==> src/rtl/count_stream_monitor_pkg.sv <==
// Shared types for the count stream monitor: FSM states, step classes and mode codes.
// Optional build macro COUNT_STREAM_MONITOR_TURN_CNT_EN is handled in the top module.
package count_mon_pkg;

  typedef enum logic [1:0] {
    StEmpty,
    StFirst,
    StAcq,
    StTrack
  } state_e;

  typedef enum logic [1:0] {
    StepUp,
    StepDown,
    StepHold,
    StepBad
  } step_e;

  localparam logic [1:0] ModeUnknown = 2'd0;
  localparam logic [1:0] ModeBounce  = 2'd1;
  localparam logic [1:0] ModeSweep   = 2'd2;

  // A wrap or a reversal away from the endpoints can only come from a free-running sweep.
  function automatic logic [1:0] next_mode(input logic [1:0] cur,
                                           input logic       wrap,
                                           input logic       rev,
                                           input logic       endpoint_rev);
    if (wrap || (rev && !endpoint_rev)) return ModeSweep;
    if (endpoint_rev && (cur == ModeUnknown)) return ModeBounce;
    return cur;
  endfunction

endpackage

==> src/rtl/count_stream_monitor_if.sv <==
// Sample stream from the counter under observation into the monitor.
interface count_stream_monitor_if #(
  parameter int unsigned WIDTH = 4
) ();

  logic             sample_valid;
  logic [WIDTH-1:0] sample;

  modport master (
    output sample_valid,
    output sample
  );

  modport slave (
    input sample_valid,
    input sample
  );

endinterface

==> src/rtl/count_step_classifier.sv <==
// Combinational classification of one observed step relative to the previous sample.
module count_step_classifier
  import count_mon_pkg::*;
#(
  parameter int unsigned WIDTH = 4
) (
  input  logic [WIDTH-1:0] prev_i,
  input  logic [WIDTH-1:0] sample_i,
  input  logic             dir_i,
  output step_e            step_o,
  output logic             is_reversal_o,
  output logic             is_endpoint_rev_o,
  output logic             is_wrap_o
);

  localparam logic [WIDTH-1:0] Max = '1;

  logic [WIDTH-1:0] delta;
  logic             up;
  logic             down;

  // Modular difference makes the 15->0 / 0->15 wrap a normal single step.
  always_comb begin
    delta = sample_i - prev_i;
    if (delta == WIDTH'(1)) begin
      step_o = StepUp;
    end else if (delta == Max) begin
      step_o = StepDown;
    end else if (delta == '0) begin
      step_o = StepHold;
    end else begin
      step_o = StepBad;
    end
  end

  assign up   = (step_o == StepUp);
  assign down = (step_o == StepDown);

  assign is_reversal_o     = (up && dir_i) || (down && !dir_i);
  assign is_endpoint_rev_o = ((prev_i == Max) && down && !dir_i) ||
                             ((prev_i == '0) && up && dir_i);
  assign is_wrap_o         = ((prev_i == Max) && up) || ((prev_i == '0) && down);

endmodule

==> src/rtl/count_stream_monitor.sv <==
// Receiver-side monitor for the up/down counter stream: lock, direction, mode and step errors.
// Build macro COUNT_STREAM_MONITOR_TURN_CNT_EN adds a saturating turn_count output.
module count_stream_monitor
  import count_mon_pkg::*;
#(
  parameter int unsigned WIDTH      = 4,
  parameter int unsigned LOCK_STEPS = 2,
  parameter int unsigned ERR_CNT_W  = 8
) (
  input  logic                 clk,
  input  logic                 Reset,
  count_stream_monitor_if.slave in_if,
  output logic                 locked,
  output logic                 dir,
  output logic [1:0]           mode,
  output logic                 turn,
  output logic                 step_err,
  output logic [ERR_CNT_W-1:0] err_count
`ifdef COUNT_STREAM_MONITOR_TURN_CNT_EN
  ,
  output logic [7:0]           turn_count
`endif
);

  localparam int unsigned GoodW = $clog2(LOCK_STEPS + 1);

  state_e               state_q, state_d;
  logic [WIDTH-1:0]     prev_q, prev_d;
  logic [GoodW-1:0]     good_q, good_d;
  logic                 locked_q, locked_d;
  logic                 dir_q, dir_d;
  logic [1:0]           mode_q, mode_d;
  logic                 turn_q, turn_d;
  logic                 step_err_q, step_err_d;
  logic [ERR_CNT_W-1:0] err_q, err_d;

  step_e step;
  logic  is_rev;
  logic  is_ep_rev;
  logic  is_wrap;
  logic  legal;
  logic  bad;
  logic  acq_done;

  count_step_classifier #(
    .WIDTH (WIDTH)
  ) u_classifier (
    .prev_i            (prev_q),
    .sample_i          (in_if.sample),
    .dir_i             (dir_q),
    .step_o            (step),
    .is_reversal_o     (is_rev),
    .is_endpoint_rev_o (is_ep_rev),
    .is_wrap_o         (is_wrap)
  );

  assign legal    = (step == StepUp) || (step == StepDown);
  assign bad      = (step == StepBad);
  assign acq_done = ((good_q + GoodW'(1)) == GoodW'(LOCK_STEPS));

  always_ff @(posedge clk) begin : state_reg
    if (Reset) begin
      state_q <= StEmpty;
    end else begin
      state_q <= state_d;
    end
  end

  always_comb begin : next_state
    state_d = state_q;
    if (in_if.sample_valid) begin
      unique case (state_q)
        StEmpty: state_d = StFirst;
        StFirst: begin
          if (legal) state_d = (LOCK_STEPS == 1) ? StTrack : StAcq;
        end
        StAcq: begin
          if (legal && acq_done) begin
            state_d = StTrack;
          end else if (bad) begin
            state_d = StFirst;
          end
        end
        StTrack: begin
          if (bad) state_d = StFirst;
        end
      endcase
    end
  end

  always_comb begin : outputs
    prev_d     = prev_q;
    good_d     = good_q;
    dir_d      = dir_q;
    mode_d     = mode_q;
    turn_d     = 1'b0;
    step_err_d = 1'b0;
    err_d      = err_q;
    if (in_if.sample_valid) begin
      prev_d = in_if.sample;
      unique case (state_q)
        StEmpty: ;
        StFirst: begin
          if (legal) begin
            dir_d  = (step == StepDown);
            good_d = GoodW'(1);
          end
        end
        StAcq: begin
          if (legal) begin
            dir_d  = (step == StepDown);
            good_d = good_q + GoodW'(1);
            mode_d = next_mode(mode_q, is_wrap, is_rev, is_ep_rev);
          end else if (bad) begin
            good_d = '0;
            mode_d = ModeUnknown;
          end
        end
        StTrack: begin
          if (legal) begin
            dir_d  = (step == StepDown);
            mode_d = next_mode(mode_q, is_wrap, is_rev, is_ep_rev);
            turn_d = is_rev;
          end else if (bad) begin
            step_err_d = 1'b1;
            err_d      = (err_q == '1) ? err_q : err_q + ERR_CNT_W'(1);
            good_d     = '0;
            mode_d     = ModeUnknown;
          end
        end
      endcase
    end
    locked_d = (state_d == StTrack);
  end

  always_ff @(posedge clk) begin : data_reg
    if (Reset) begin
      prev_q     <= '0;
      good_q     <= '0;
      locked_q   <= 1'b0;
      dir_q      <= 1'b0;
      mode_q     <= ModeUnknown;
      turn_q     <= 1'b0;
      step_err_q <= 1'b0;
      err_q      <= '0;
    end else begin
      prev_q     <= prev_d;
      good_q     <= good_d;
      locked_q   <= locked_d;
      dir_q      <= dir_d;
      mode_q     <= mode_d;
      turn_q     <= turn_d;
      step_err_q <= step_err_d;
      err_q      <= err_d;
    end
  end

  assign locked    = locked_q;
  assign dir       = dir_q;
  assign mode      = mode_q;
  assign turn      = turn_q;
  assign step_err  = step_err_q;
  assign err_count = err_q;

`ifdef COUNT_STREAM_MONITOR_TURN_CNT_EN
  logic [7:0] turn_cnt_q, turn_cnt_d;

  always_comb begin
    turn_cnt_d = turn_cnt_q;
    if (turn_d && (turn_cnt_q != 8'hff)) turn_cnt_d = turn_cnt_q + 8'd1;
  end

  always_ff @(posedge clk) begin
    if (Reset) begin
      turn_cnt_q <= '0;
    end else begin
      turn_cnt_q <= turn_cnt_d;
    end
  end

  assign turn_count = turn_cnt_q;
`endif

endmodule

==> src/flat_wrapper.sv <==
// flat-port wrapper written by rule: the top's interface ports become plain ports
module count_stream_monitor_flat import count_mon_pkg::*;
#(
  parameter int unsigned WIDTH      = 4,
  parameter int unsigned LOCK_STEPS = 2,
  parameter int unsigned ERR_CNT_W  = 8
)
  (clk, Reset, locked, dir, mode, turn, step_err, err_count, in_if_sample_valid, in_if_sample);
  count_stream_monitor_if #(.WIDTH(WIDTH)) in_if_i ();
  input  logic clk;
  input  logic Reset;
  output logic locked;
  output logic dir;
  output logic [1:0] mode;
  output logic turn;
  output logic step_err;
  output logic [ERR_CNT_W-1:0] err_count;
  input wire logic [$bits(in_if_i.sample_valid)-1:0] in_if_sample_valid;
  input wire logic [$bits(in_if_i.sample)-1:0] in_if_sample;
  assign in_if_i.sample_valid = in_if_sample_valid;
  assign in_if_i.sample = in_if_sample;
  count_stream_monitor #(.WIDTH(WIDTH), .LOCK_STEPS(LOCK_STEPS), .ERR_CNT_W(ERR_CNT_W)) u_core (.clk(clk), .Reset(Reset), .in_if(in_if_i), .locked(locked), .dir(dir), .mode(mode), .turn(turn), .step_err(step_err), .err_count(err_count));
endmodule
==> config.mk <==
export PLATFORM = sky130hd
export DESIGN_NAME = count_stream_monitor_flat
export DESIGN_NICKNAME = d
export VERILOG_FILES = /design/src/rtl/count_stream_monitor_pkg.sv /design/src/rtl/count_stream_monitor_if.sv /design/src/rtl/count_step_classifier.sv /design/src/rtl/count_stream_monitor.sv /design/src/flat_wrapper.sv
export SDC_FILE = /design/constraint.sdc
export NUM_CORES = 1
export LEC_CHECK = 0
export ABC_AREA = 1
export CORE_MARGIN = 5
export CORE_UTILIZATION = 53
export CTS_CLUSTER_SIZE = 12
export DETAILED_ROUTE_END_ITERATION = 10
export GPL_TIMING_DRIVEN = 0
export PLACE_DENSITY = 0.79
export RECOVER_POWER = 100
export REMOVE_ABC_BUFFERS = 1
export SLEW_MARGIN = 20
export SYNTH_ARGS = -nofsm -noshare
export SYNTH_HDL_FRONTEND = slang
export SYNTH_HIERARCHICAL = 1
export SYNTH_SLANG_ARGS = --single-unit
==> constraint.sdc <==
create_clock -name clk -period 2.85 [get_ports clk]
set_input_delay 0.285 -clock clk [delete_from_list [all_inputs] [get_ports clk]]
set_output_delay 0.285 -clock clk [all_outputs]
set_load 0.005 [all_outputs]
After elaboration in Yosys (flattened, before gate mapping)
Cells that the tools add are included.

cells by class
  $add $sub $neg = 3
  equal/unequal tests = 15
  multiplexer cells = 39
  bitwise operators = 4
  reductions and logical operators = 32

operators by type and width
  operator                                                         number
  2-bit two-way mux                                                19
  1-bit two-way mux                                                17
  1-bit logical AND                                                11
  2-bit == test, second input constant                             5
  8-bit by 1-bit adder with 8-bit output, second input constant    1
  4-bit == test, second input constant                             2
  8-bit == test, second input constant                             1
  4-bit zero test                                                  2
  4-bit inequality test, second input constant                     2
  2-bit one-hot mux with 4 select lines                            1
  4-bit AND reduction                                              2
  4-bit OR reduction                                               2
  2-bit zero test                                                  3
  2-bit one-hot mux with 3 select lines                            1
  1-bit logical OR                                                 5
  5-bit AND reduction                                              1
  2-bit by 1-bit == test with 1-bit output, second input constant  2
  4-bit by 1-bit == test with 1-bit output, second input constant  1
  1-bit inverter                                                   4
  2-bit one-hot mux with 2 select lines                            1
  4-bit subtractor                                                 1
  3-bit AND reduction                                              1
  3-bit nonzero test                                               1
  3-bit OR reduction                                               1
  5 further kinds                                                  6

word-level totals
  register bits = 22
  input port bits = 7
  output and inout bits = 14
  logic and storage cells = 102

Logic depth before layout (Yosys ltp)
Gate-level depths: netlist of the first run.

  word-level depth = 24
  depth in mapped cells = 18

Modules after synthesis
Netlist of the first run, hierarchy kept.

by module, submodules not included
  module                 instances  cells an instance  area each (um^2)
  count_stream_monitor   1          159                1098.6
  count_step_classifier  1          41                 259.0

Worst setup path after synthesis of the first run
Ideal clock, no wire load.

  path type = register to register
  start point = reg u_core.prev_q[0]
  end point = reg u_core.err_q[6], in the netlist u_core/err_count[6]
  setup time = 113 ps
  data arrival time = 2392 ps
  required time = 2737 ps
  setup slack = 345 ps
  stages on the path, launching flop included = 14
  path buffers = 0
  period minus slack after synthesis = 2505 ps
  path through = dfxtp_1 -> ha_1 -> inv_1 -> fa_1 -> xnor2_1 -> nor3_2 -> a22oi_1 -> nand2_2 -> nor3_4 -> nand2_4 -> inv_6 -> nand2_4 -> nor2_1 -> nor2_1

RTL lines
  element                                                                             line                         text
  start, declared                                                                     count_stream_monitor.sv:28   logic [WIDTH-1:0] prev_q, prev_d;
  start signal, assigned                                                              count_stream_monitor.sv:147  prev_q <= prev_d;
  4-bit subtractor (*)                                                                count_step_classifier.sv:24  delta = sample_i - prev_i;
  4-bit == test                                                                       count_step_classifier.sv:27  end else if (delta == Max) begin
  2-bit two-way mux                                                                   count_step_classifier.sv:27
  2-bit two-way mux (*)                                                               count_step_classifier.sv:25  if (delta == WIDTH'(1)) begin
  via u_core.step[1]                                                                  count_stream_monitor.sv:37   step_e step;
  2-bit by 1-bit == test with 1-bit output / 2-bit zero test (equally long branches)  count_stream_monitor.sv:57   assign legal = (step == StepUp) || (step == StepDown);
  1-bit logical OR                                                                    count_stream_monitor.sv:57
  1-bit inverter (no line)                                                            n/a
  5-bit AND reduction (no line) (*)                                                   n/a
  end signal, assigned                                                                count_stream_monitor.sv:154  err_q <= err_d;
  end, declared                                                                       count_stream_monitor.sv:35   logic [ERR_CNT_W-1:0] err_q, err_d;

Mark *: on every way through the listed nets, which the timed path passes. The rest lies on a longest branch.
A chain may end at the register's enable or synchronous reset.

Worst setup path after layout of the first run
  start point = in in_if_sample[0]
  end point = reg u_core.mode_q[0], in the netlist u_core/mode[0]

between the ends
  word-level cells in the longest chain between the ends = 19

RTL lines
  element                                                                             line                                                      text
  start, declared                                                                     flat_wrapper.sv:19                                        input wire logic [$bits(in_if_i.sample)-1:0] in_if_sample;
  4-bit subtractor (*)                                                                count_step_classifier.sv:24
  4-bit zero test                                                                     count_step_classifier.sv:29                               end else if (delta == '0) begin
  1-bit two-way mux                                                                   count_step_classifier.sv:29
  2-bit two-way mux                                                                   count_step_classifier.sv:27
  2-bit two-way mux (*)                                                               count_step_classifier.sv:25
  2-bit by 1-bit == test with 1-bit output / 2-bit zero test (equally long branches)  count_step_classifier.sv:37, count_step_classifier.sv:36
  1-bit logical AND, on equally long branches (2 in series)                           count_step_classifier.sv:40, count_step_classifier.sv:41
  1-bit logical OR (*)                                                                count_step_classifier.sv:40                               assign is_endpoint_rev_o = ((prev_i == Max) && down && !dir_i) ||
  via u_core.is_ep_rev                                                                count_stream_monitor.sv:39                                logic is_ep_rev;
  (+2 left out)                                                                       n/a
  1-bit logical OR                                                                    count_stream_monitor_pkg.sv:28                            if (wrap || (rev && !endpoint_rev)) return ModeSweep;
  1-bit two-way mux                                                                   count_stream_monitor_pkg.sv:28
  1-bit two-way mux                                                                   count_stream_monitor.sv:110, count_stream_monitor.sv:120
  1-bit two-way mux                                                                   count_stream_monitor.sv:101                               unique case (state_q)
  1-bit two-way mux                                                                   count_stream_monitor.sv:99                                if (in_if.sample_valid) begin
  2-bit two-way mux                                                                   count_stream_monitor_pkg.sv:29                            if (endpoint_rev && (cur == ModeUnknown)) return ModeBounce;
  2-bit two-way mux, on equally long branches                                         count_stream_monitor.sv:120, count_stream_monitor.sv:110
  2-bit one-hot mux with 2 select lines                                               count_stream_monitor.sv:101
  end signal, assigned                                                                count_stream_monitor.sv:142                               mode_q <= ModeUnknown;
  end signal, assigned                                                                count_stream_monitor.sv:151                               mode_q <= mode_d;
  end, declared                                                                       count_stream_monitor.sv:32                                logic [1:0] mode_q, mode_d;

Mark *: on every way through the listed nets, which the timed path passes. The rest lies on a longest branch. The select of a mux whose other input is x is not followed.

==> results_dict.tcl, run 1 <==
set metrics [dict create \
    path_cells "clkdlybuf4s50_1, inv_1, ha_1, inv_1, fa_1, clkinvlp_2, nor3_2, nand4_1, nand2_1, inv_1, a21oi_1, nand2_1, nand2_1, nand2_1, a21oi_1, nor2_1" \
    placed_area_sq_um 1570 \
    setup_tns_ns 0 \
    core-area_sq_um 2450 \
    h-tree-depth 1 \
    finalHoldViolCount 0 \
    drive_above_1_share 0.0991 \
    grt_pass1_wl_um 4950 \
    setup_violations 0 \
    drtPass1Iterations 4 \
    io_buffers 20 \
    critPathMaxStageDelay_ns 0.52 \
    grt_antenna_before_repair 0 \
    seq_area_frac_synth 0.324 \
    cts_buffers 3 \
    drt-total-wl_um 2860 \
    regToRegSetupSlack_ns 0.25 \
    antennaDiodeCount 0 \
    ant_nets 0 \
    synth-async-reset-ratio 0 \
    io_pins 21 \
    yosys_most_used_dff "dfxtp_1" \
    areaGrowthSynthToFinish_pct 19.8 \
    finClkSkew_ns 0.00139 \
    status "completed" \
    vdd_drop_max_mv 0.255 \
    powerDensity_nw_per_um2 389 \
    post-place-ws_ns -0.390 \
    dieArea_sq_um 3670 \
    cts_tree "built" \
    worstMarginPinSlew_ns 0.417 \
    detail_route.iter0.violations 43 \
    cts.sinks 22 \
    maxCapViolations 0 \
    row_count 18 \
    avgSynthCellArea_sq_um 6.79 \
    cts.clk_slew.worst_paths_ns 0.12 \
    grt_pass1_vias 1253 \
    vias 1326 \
    clock.fmax_mhz 377 \
    gp_congestion 0.812 \
    stdcell_count 252 \
    max_slew_margin 0.721 \
    synthCells 200 \
    gr-total-overflow 0 \
    ys_ff_latch 22 \
    end_kind "register" \
    insertion_delay_ns 0.30 \
    root_buffer "clkbuf_4" \
    die_w_um 60.6 \
    synth_edf_count 0 \
    cp_slowest_cell "fa_1" \
    crit_type "input port to register" \
    post_drt_wl_per_cell_um 11.4 \
    grt_max_degree 13 \
    finalCriticalPeriod_ns 2.65 \
    period_share 0.931 \
    crit_buf_inv 5 \
    die_h_um 60.6 \
    slew_violations 0 \
    groute.usage.overall 0.171 \
    crit_fanout 4 \
    fin_area_sq_um 1630 \
    cts_buffer_depth 2 \
    dp.cells 247 \
    syn-cell-area_sq_um 1360 \
    yosysWarnings 6 \
    cp.required_ns 3.06 \
    leakagePower_nw 0.751 \
    place_hpwl_um 2230 \
    final_nets 236 \
    cp_common_cell "nand2_1" \
    setup_slack_ns 0.196 \
    cp.arrival_ns 2.86 \
    synthDistinctLibCells 29 \
    rsz0062_at_grt "no" \
    via_per_inst 5.26 \
    route.detailed.drc 0 \
    start_util 0.553 \
    startpoint_type "input port" \
    hp-class "register to register" \
    cts_hold_buf 0 \
    cp_top_family "simple AND/OR/NAND/NOR gates" \
]
[path summary, 6_finish.rpt]
| kind | from | end | cells after the start |
|---|---|---|---|
| worst max register to register | u_core/prev_q[0] | u_core/mode[0] | 14 |
| worst min-delay path | u_core/good_q[1] | u_core/good_q[1] | 2 |
| worst max-delay path | in_if_sample[0] | u_core/mode[0] | 16 |
| worst min register to register | u_core/good_q[1] | u_core/good_q[1] | 2 |
[metrics by stage]
stage / total power [mW] / hold WS [ns] / util
floorplan: 0.424 / 0.354 / -
global placement: 0.454 / 0.455 / 0.641
detailed placement: 0.461 / 0.462 / 0.641
CTS: 0.634 / 0.481 / 0.657
global route: 0.669 / 0.520 / 0.663
finish: 0.633 / 0.479 / 0.663
[placed cells by master (no fill, tap or decap), drive strengths merged, types with 2 or more instances in the layout]
master,synthesis,routed
a21oi,16,16
nor4,2,2
o21ai,9,9
a31oi,2,2
nor2,28,28
nor3,5,5
clkdlybuf4s50,0,5
nand4,4,4
ha,5,5
dlygate4sd3,0,15
clkbuf,2,4
xor2,3,3
inv,27,27
nand2,52,52
nand3,16,16
dfxtp,22,22
xnor2,2,2
[worst reg2reg max path: stages (launching register included)]
cell and delay (ns):
dfxtp_1 0.39, ha_1 0.16, inv_1 0.05, fa_1 0.52, clkinvlp_2 0.13, nor3_2 0.31, nand4_1 0.13, nand2_1 0.11
inv_1 0.04, a21oi_1 0.22, nand2_1 0.08, nand2_1 0.07, nand2_1 0.10, a21oi_1 0.15, nor2_1 0.06
[synth_stat cells (2+ instances only)]
cell       n  share of area
a21oi_1   15          0.055
a31oi_1    2         0.0092
clkbuf_1   2         0.0055
dfxtp_1   22           0.32
ha_1       5          0.046
inv_1     23          0.064
inv_2      3         0.0083
nand2_1   46           0.13
nand2_2    3          0.014
nand2_4    3          0.025
nand3_1   15          0.055
nand4_1    4          0.018
nor2_1    27          0.075
nor3_1     3          0.011
nor4_1     2         0.0092
o21ai_0    9          0.033
xnor2_1    2          0.013
xor2_1     3          0.019
[layout make-up]
class / instances / area [sq um]
clock buffers: 4 / 36.3
multi-input cells: 147 / 793
inverters: 28 / 111
well taps: 30 / 37.5
repair buffers: 21 / 208
fillers: 229 / 828
flip-flops and latches: 22 / 440
[registers in the layout, indices dropped and copies added, names as in the netlist]
register          count
u_core/state_q        2
u_core/dir            1
u_core/prev_q         4
u_core/locked         1
u_core/turn           1
u_core/err_count      8
u_core/mode           2
u_core/good_q         2
u_core/step_err       1
[where the power goes]
group          leakage (nW)  total [mW]  switching [mW]  internal [mW]
clock                0.0210       0.171          0.0928         0.0778
sequential            0.179       0.322         0.00704          0.315
combinational         0.551       0.140          0.0907         0.0494
total                 0.751       0.633           0.190          0.442
[logic make-up (layout without fill, tap and decap cells)]
logic type      after synthesis  after routing  synth area share
simple gates                108            108             0.374
buf+inv                      31             53            0.0986
compound gates               28             28             0.110
flops                        22             22             0.324
fa+ha+maj                     6              6            0.0608
xor+xnor                      5              5            0.0323
[repair_timing]
| action | 4_1_cts | 5_1_grt |
|---|---|---|
| pin swaps | 0 | 1 |
| setup buffers | 0 | 1 |
| cloned | 0 | 0 |
| endpoints found under the hold margin | 0 | 0 |
| gates resized for setup | 1 | 1 |
| setup endpoints to repair | 2 | 7 |
[metal layers]
metal / wire, um / part of all wire / global-route usage / vias to the layer above
li1: - / - / - / 691
met1: 1330 / 0.46 / 0.214 / 602
met2: 1420 / 0.49 / 0.299 / 31
met3: 109 / 0.038 / 0.0255 / 2
met4: 13 / 0.0045 / 0.0557 / 0
met5: 0 / 0 / 0 / -
Power figures use the tool's default switching activity.
==> run 2: changes to the inputs <==
PLACE_DENSITY = not set   (was 0.79)
PLACE_DENSITY_LB_ADDON = 0.12   (was not set)
==> run 2 against run 1 <==
Compared with the run above: core utilization up 0.51 points; die area unchanged; flip-flop and latch count unchanged; clock skew up 0.0061 ns; wire length up 6.5%; register-to-register slack worse by 0.03 ns; global-route usage up 0.80 points; final area up 0.77%; hold slack worse by 0.0025 ns; critical path depth down 2; combinational power about the same; maximum frequency down 0.55%; largest power group unchanged.
==> results_dict.tcl, run 2 (synthesized netlist as in run 1, its figures left out) <==
set metrics [dict create \
    status "completed" \
    crit_buf_inv 6 \
    cp.required_ns 3.04 \
    cts_buffer_depth 2 \
    cp_top_family "buffers and inverters" \
    seq_area_sq_um 440 \
    final_nets 235 \
    slew_violations 0 \
    cts_buffers 3 \
    grt_pass1_wl_um 4930 \
    areaGrowthSynthToFinish_pct 20.7 \
    highest_layer "met4" \
    path_cells "clkdlybuf4s50_1, inv_1, ha_1, inv_1, fa_1, clkinvlp_2, nor3_4, a22oi_2, inv_1, nand3_1, nand3_1, inv_1, o21ai_0, a21oi_1" \
    cp.arrival_ns 2.86 \
    finalHoldViolCount 0 \
    route.detailed.drc 0 \
    root_buffer "clkbuf_4" \
    io_buffers 20 \
    row_count 18 \
    detail_route.iter0.violations 62 \
    insertion_delay_ns 0.31 \
    fill_cells 229 \
    cp_slowest_cell "fa_1" \
    place_hpwl_um 2340 \
    hp-class "register to register" \
    finClkSkew_ns 0.00745 \
    setup_slack_ns 0.181 \
    groute.usage.overall 0.179 \
    drtPass1Iterations 4 \
    powerDensity_nw_per_um2 428 \
    fin_util 0.668 \
    cp_common_cell "inv_1" \
    wl_met1_um 1310 \
    cts.clk_slew.worst_paths_ns 0.13 \
    fin_total_pwr_mw 0.702 \
    wl_met2_um 1550 \
    finalCriticalPeriod_ns 2.67 \
    startpoint_type "input port" \
    drive_above_1_share 0.0950 \
    ant_nets 0 \
    crit_fanout 10 \
    h-tree-depth 1 \
    grt_antenna_before_repair 0 \
    grt_max_degree 14 \
    maxCapViolations 0 \
    multi_input_area_sq_um 797 \
    critPathMaxStageDelay_ns 0.52 \
    period_share 0.936 \
    worstMarginPinSlew_ns 0.434 \
    cts_tree "built" \
    final_cell_mix "nand2_1, nor2_1, inv_1, dfxtp_1" \
    vdd_drop_max_mv 0.363 \
    dp.cells 247 \
    post-place-ws_ns -0.370 \
    crit_type "input port to register" \
    cts_setup_buffers 0 \
    leakagePower_nw 0.759 \
    cts.sinks 22 \
    largest_register_ffs 8 \
    fin_area_sq_um 1640 \
    placed_area_sq_um 1570 \
    met3WireLength_um 153 \
    die_w_um 60.6 \
    clock.fmax_mhz 375 \
    stdcell_count 251 \
    post_drt_wl_per_cell_um 12.2 \
    grt_pass1_vias 1237 \
    die_h_um 60.6 \
    setup_violations 0 \
    gp_congestion 0.831 \
    rsz0062_at_grt "no" \
    dieArea_sq_um 3670 \
    via_per_inst 5.37 \
    gr-total-overflow 0 \
    io_pins 21 \
    start_util 0.553 \
    core-area_sq_um 2450 \
    mostFrequentLayoutCell "nand2_1" \
    drt-total-wl_um 3050 \
    vias 1349 \
    max_slew_margin 0.708 \
    antennaDiodeCount 0 \
    end_kind "register" \
]
run 2: changes by cell type in the layout (fill, tap and decap cells not counted):
cell,change
inv_2,-1
a21oi_1,-1
a21oi_2,+1
buf_4,-1
bufinv_16,+1
inv_1,+1
clkbuf_8,-1
run 2: repair_timing:
item                       CTS  global route
hold buffers                 0             0
resized for setup            1             3
pin swaps                    0             1
setup endpoints to repair    3             9
run 2: cell type report:
| class | count | share of cell area |
|---|---|---|
| Multi-Input combinational cell | 147 | 0.486 |
| Clock buffer | 3 | 0.0137 |
| Clock inverter | 1 | 0.0183 |
| Tap cell | 30 | 0.0229 |
| Timing Repair Buffer | 20 | 0.122 |
| Sequential cell | 22 | 0.269 |
| Inverter | 28 | 0.0679 |
run 2: routing by layer:
layer,vias to the layer above,global-route usage
met4,0,0.0805
li1,692,-
met5,-,0
met3,6,0.0383
met1,613,0.197
met2,38,0.325
run 2: power breakdown:
part / total [mW] / switching, mW / leakage (nW) / internal [mW]
logic: 0.141 / 0.0929 / 0.553 / 0.0483
registers: 0.323 / 0.00773 / 0.179 / 0.315
clock network: 0.238 / 0.0958 / 0.0279 / 0.142
total: 0.702 / 0.196 / 0.759 / 0.505
run 2: final timing paths:
check                                 startpoint                to  slack (ns)  cells after the start
worst max register to register  u_core/prev_q[0]  u_core/good_q[0]        0.22                     12
worst max-delay path             in_if_sample[0]  u_core/good_q[0]        0.18                     14
worst min-delay path            u_core/good_q[1]  u_core/good_q[1]        0.48                      2
worst min register to register  u_core/good_q[1]  u_core/good_q[1]        0.48                      2
run 2: through the flow:
stage	setup TNS [ns]	hold WS [ns]
floorplan	0	0.354
global placement	-2.86	0.450
detailed placement	-3.71	0.462
CTS	0	0.481
global route	0	0.530
finish	0	0.477
run 2: tightest hold or removal path, delay by kind of cell (launching register included):
family	cells	cell delay, ns
buf+inv	1	0.06
compound gates	1	0.06
flops	1	0.32
==> run 3: changes to the inputs <==
MAX_ROUTING_LAYER = met4   (was not set)
==> run 3 against run 2 <==
Compared with the run above: total power is 0.18% higher; sequential power hardly changed; via count is 0.37% lower; maximum frequency is 0.42% higher; wire length is 0.29% higher; die area stayed put; critical path depth stayed put; flip-flop and latch count stayed put; clock power hardly changed; first-iteration DRC count is 9.7% lower.
==> results_dict.tcl, run 3 (synthesized netlist as in run 1, its figures left out) <==
set metrics [dict create \
    dieArea_sq_um 3670 \
    gp_congestion 0.844 \
    drtPass1Iterations 4 \
    path_cells "clkdlybuf4s50_1, inv_1, ha_1, inv_1, fa_1, clkinvlp_2, nor3_4, a22oi_2, inv_1, nand3_1, nand3_1, inv_1, o21ai_0, a21oi_1" \
    critPathMaxStageDelay_ns 0.52 \
    core-area_sq_um 2450 \
    grt_pass1_vias 1235 \
    startpoint_type "input port" \
    leakagePower_nw 0.759 \
    start_util 0.553 \
    cts_buffer_depth 2 \
    final_nets 235 \
    cp_slowest_cell "fa_1" \
    hp-class "register to register" \
    clock.fmax_mhz 376 \
    end_kind "register" \
    cts_tree "built" \
    cts_buffers 3 \
    die_w_um 60.6 \
    cp.arrival_ns 2.85 \
    period_share 0.933 \
    cp.required_ns 3.05 \
    cts_hold_buf 0 \
    grt_antenna_before_repair 0 \
    stdcell_count 251 \
    groute.usage.overall 0.184 \
    vdd_drop_max_mv 0.363 \
    cp_common_cell "inv_1" \
    grt_pass1_wl_um 4940 \
    ant_nets 0 \
    largest_register_ffs 8 \
    setup_violations 0 \
    areaGrowthSynthToFinish_pct 20.7 \
    powerDensity_nw_per_um2 429 \
    crit_buf_inv 6 \
    h-tree-depth 1 \
    cts.clk_slew.worst_paths_ns 0.13 \
    mostFrequentLayoutCell "nand2_1" \
    finClkSkew_ns 0.00704 \
    insertion_delay_ns 0.31 \
    vias 1344 \
    io_buffers 20 \
    grt_max_degree 14 \
    maxCapViolations 0 \
    route.detailed.drc 0 \
    die_h_um 60.6 \
    drive_above_1_share 0.0950 \
    detail_route.iter0.violations 56 \
    root_buffer "clkbuf_4" \
    crit_type "input port to register" \
    drt-total-wl_um 3060 \
    place_hpwl_um 2340 \
    row_count 18 \
    finalHoldViolCount 0 \
    io_pins 21 \
    gr-total-overflow 0 \
    finalCriticalPeriod_ns 2.66 \
    cts.sinks 22 \
    cts_setup_buffers 0 \
    via_per_inst 5.35 \
    fin_total_pwr_mw 0.703 \
    dp.cells 247 \
    cp_top_family "buffers and inverters" \
    final_cell_mix "nand2_1, nor2_1, inv_1, dfxtp_1" \
    post_drt_wl_per_cell_um 12.2 \
    regToRegSetupSlack_ns 0.23 \
    status "completed" \
    worstMarginPinSlew_ns 0.427 \
    antennaDiodeCount 0 \
    rsz0062_at_grt "no" \
    slew_violations 0 \
    max_slew_margin 0.713 \
    crit_fanout 10 \
]
## run 3: cell counts in the layout (fill, tap and decap cells not counted)
No cell type changed its count.
## run 3: report_power, final
part	switching (mW)	internal (mW)	leakage [nW]
clock network	0.0969	0.142	0.0279
logic	0.0930	0.0483	0.553
registers	0.00774	0.315	0.179
total	0.198	0.506	0.759
## run 3: path summary, 6_finish.rpt
check / depth (start not counted) / start / endpoint
setup / recovery: 14 / in_if_sample[0] / u_core/good_q[0]
hold / removal: 2 / u_core/good_q[1] / u_core/good_q[1]
setup reg to reg: 12 / u_core/prev_q[0] / u_core/good_q[0]
hold reg to reg: 2 / u_core/good_q[1] / u_core/good_q[1]
## run 3: final cells by class
type | instances | area (sq um)
flip-flops and latches | 22 | 440
multi-input cells | 147 | 797
inverters | 28 | 111
clock buffers | 3 | 22.5
fillers | 229 | 816
repair buffers | 20 | 200
clock inverters | 1 | 30.0
well taps | 30 | 37.5
## run 3: per-layer routing
| metal | global-route usage | wire length (um) |
|---|---|---|
| met1 | 0.199 | 1330 |
| met4 | 0.0805 | 55 |
| met3 | 0.0383 | 141 |
| met2 | 0.324 | 1540 |
| met5 | - | 0 |
## run 3: through the flow
step | hold WS (ns) | setup TNS (ns) | utilization | instance area [sq um] | setup WS, ns
2_1_floorplan | 0.354 | 0 | - | 1340 | 0.345
3_3_place_gp | 0.450 | -2.86 | 0.641 | 1570 | -0.313
3_5_place_dp | 0.462 | -3.71 | 0.641 | 1570 | -0.370
4_1_cts | 0.481 | 0 | 0.664 | 1630 | 0.113
5_1_grt | 0.530 | 0 | 0.668 | 1640 | 0.00893
6_report | 0.478 | 0 | 0.668 | 1640 | 0.192
## run 3: worst reg2reg max path, delay by kind of cell (launching register included)
| family | cells | cell delay [ns] |
|---|---|---|
| adders and majority gates | 2 | 0.68 |
| AOI/OAI and AO/OA | 3 | 0.32 |
| buffers and inverters | 4 | 0.54 |
| and+or+nand+nor | 3 | 0.57 |
| DFF | 1 | 0.40 |
## run 3: what timing repair did
| item | CTS | global route |
|---|---|---|
| endpoints found under the setup margin | 3 | 9 |
| gates resized for setup | 1 | 3 |
| pin swaps | 0 | 1 |
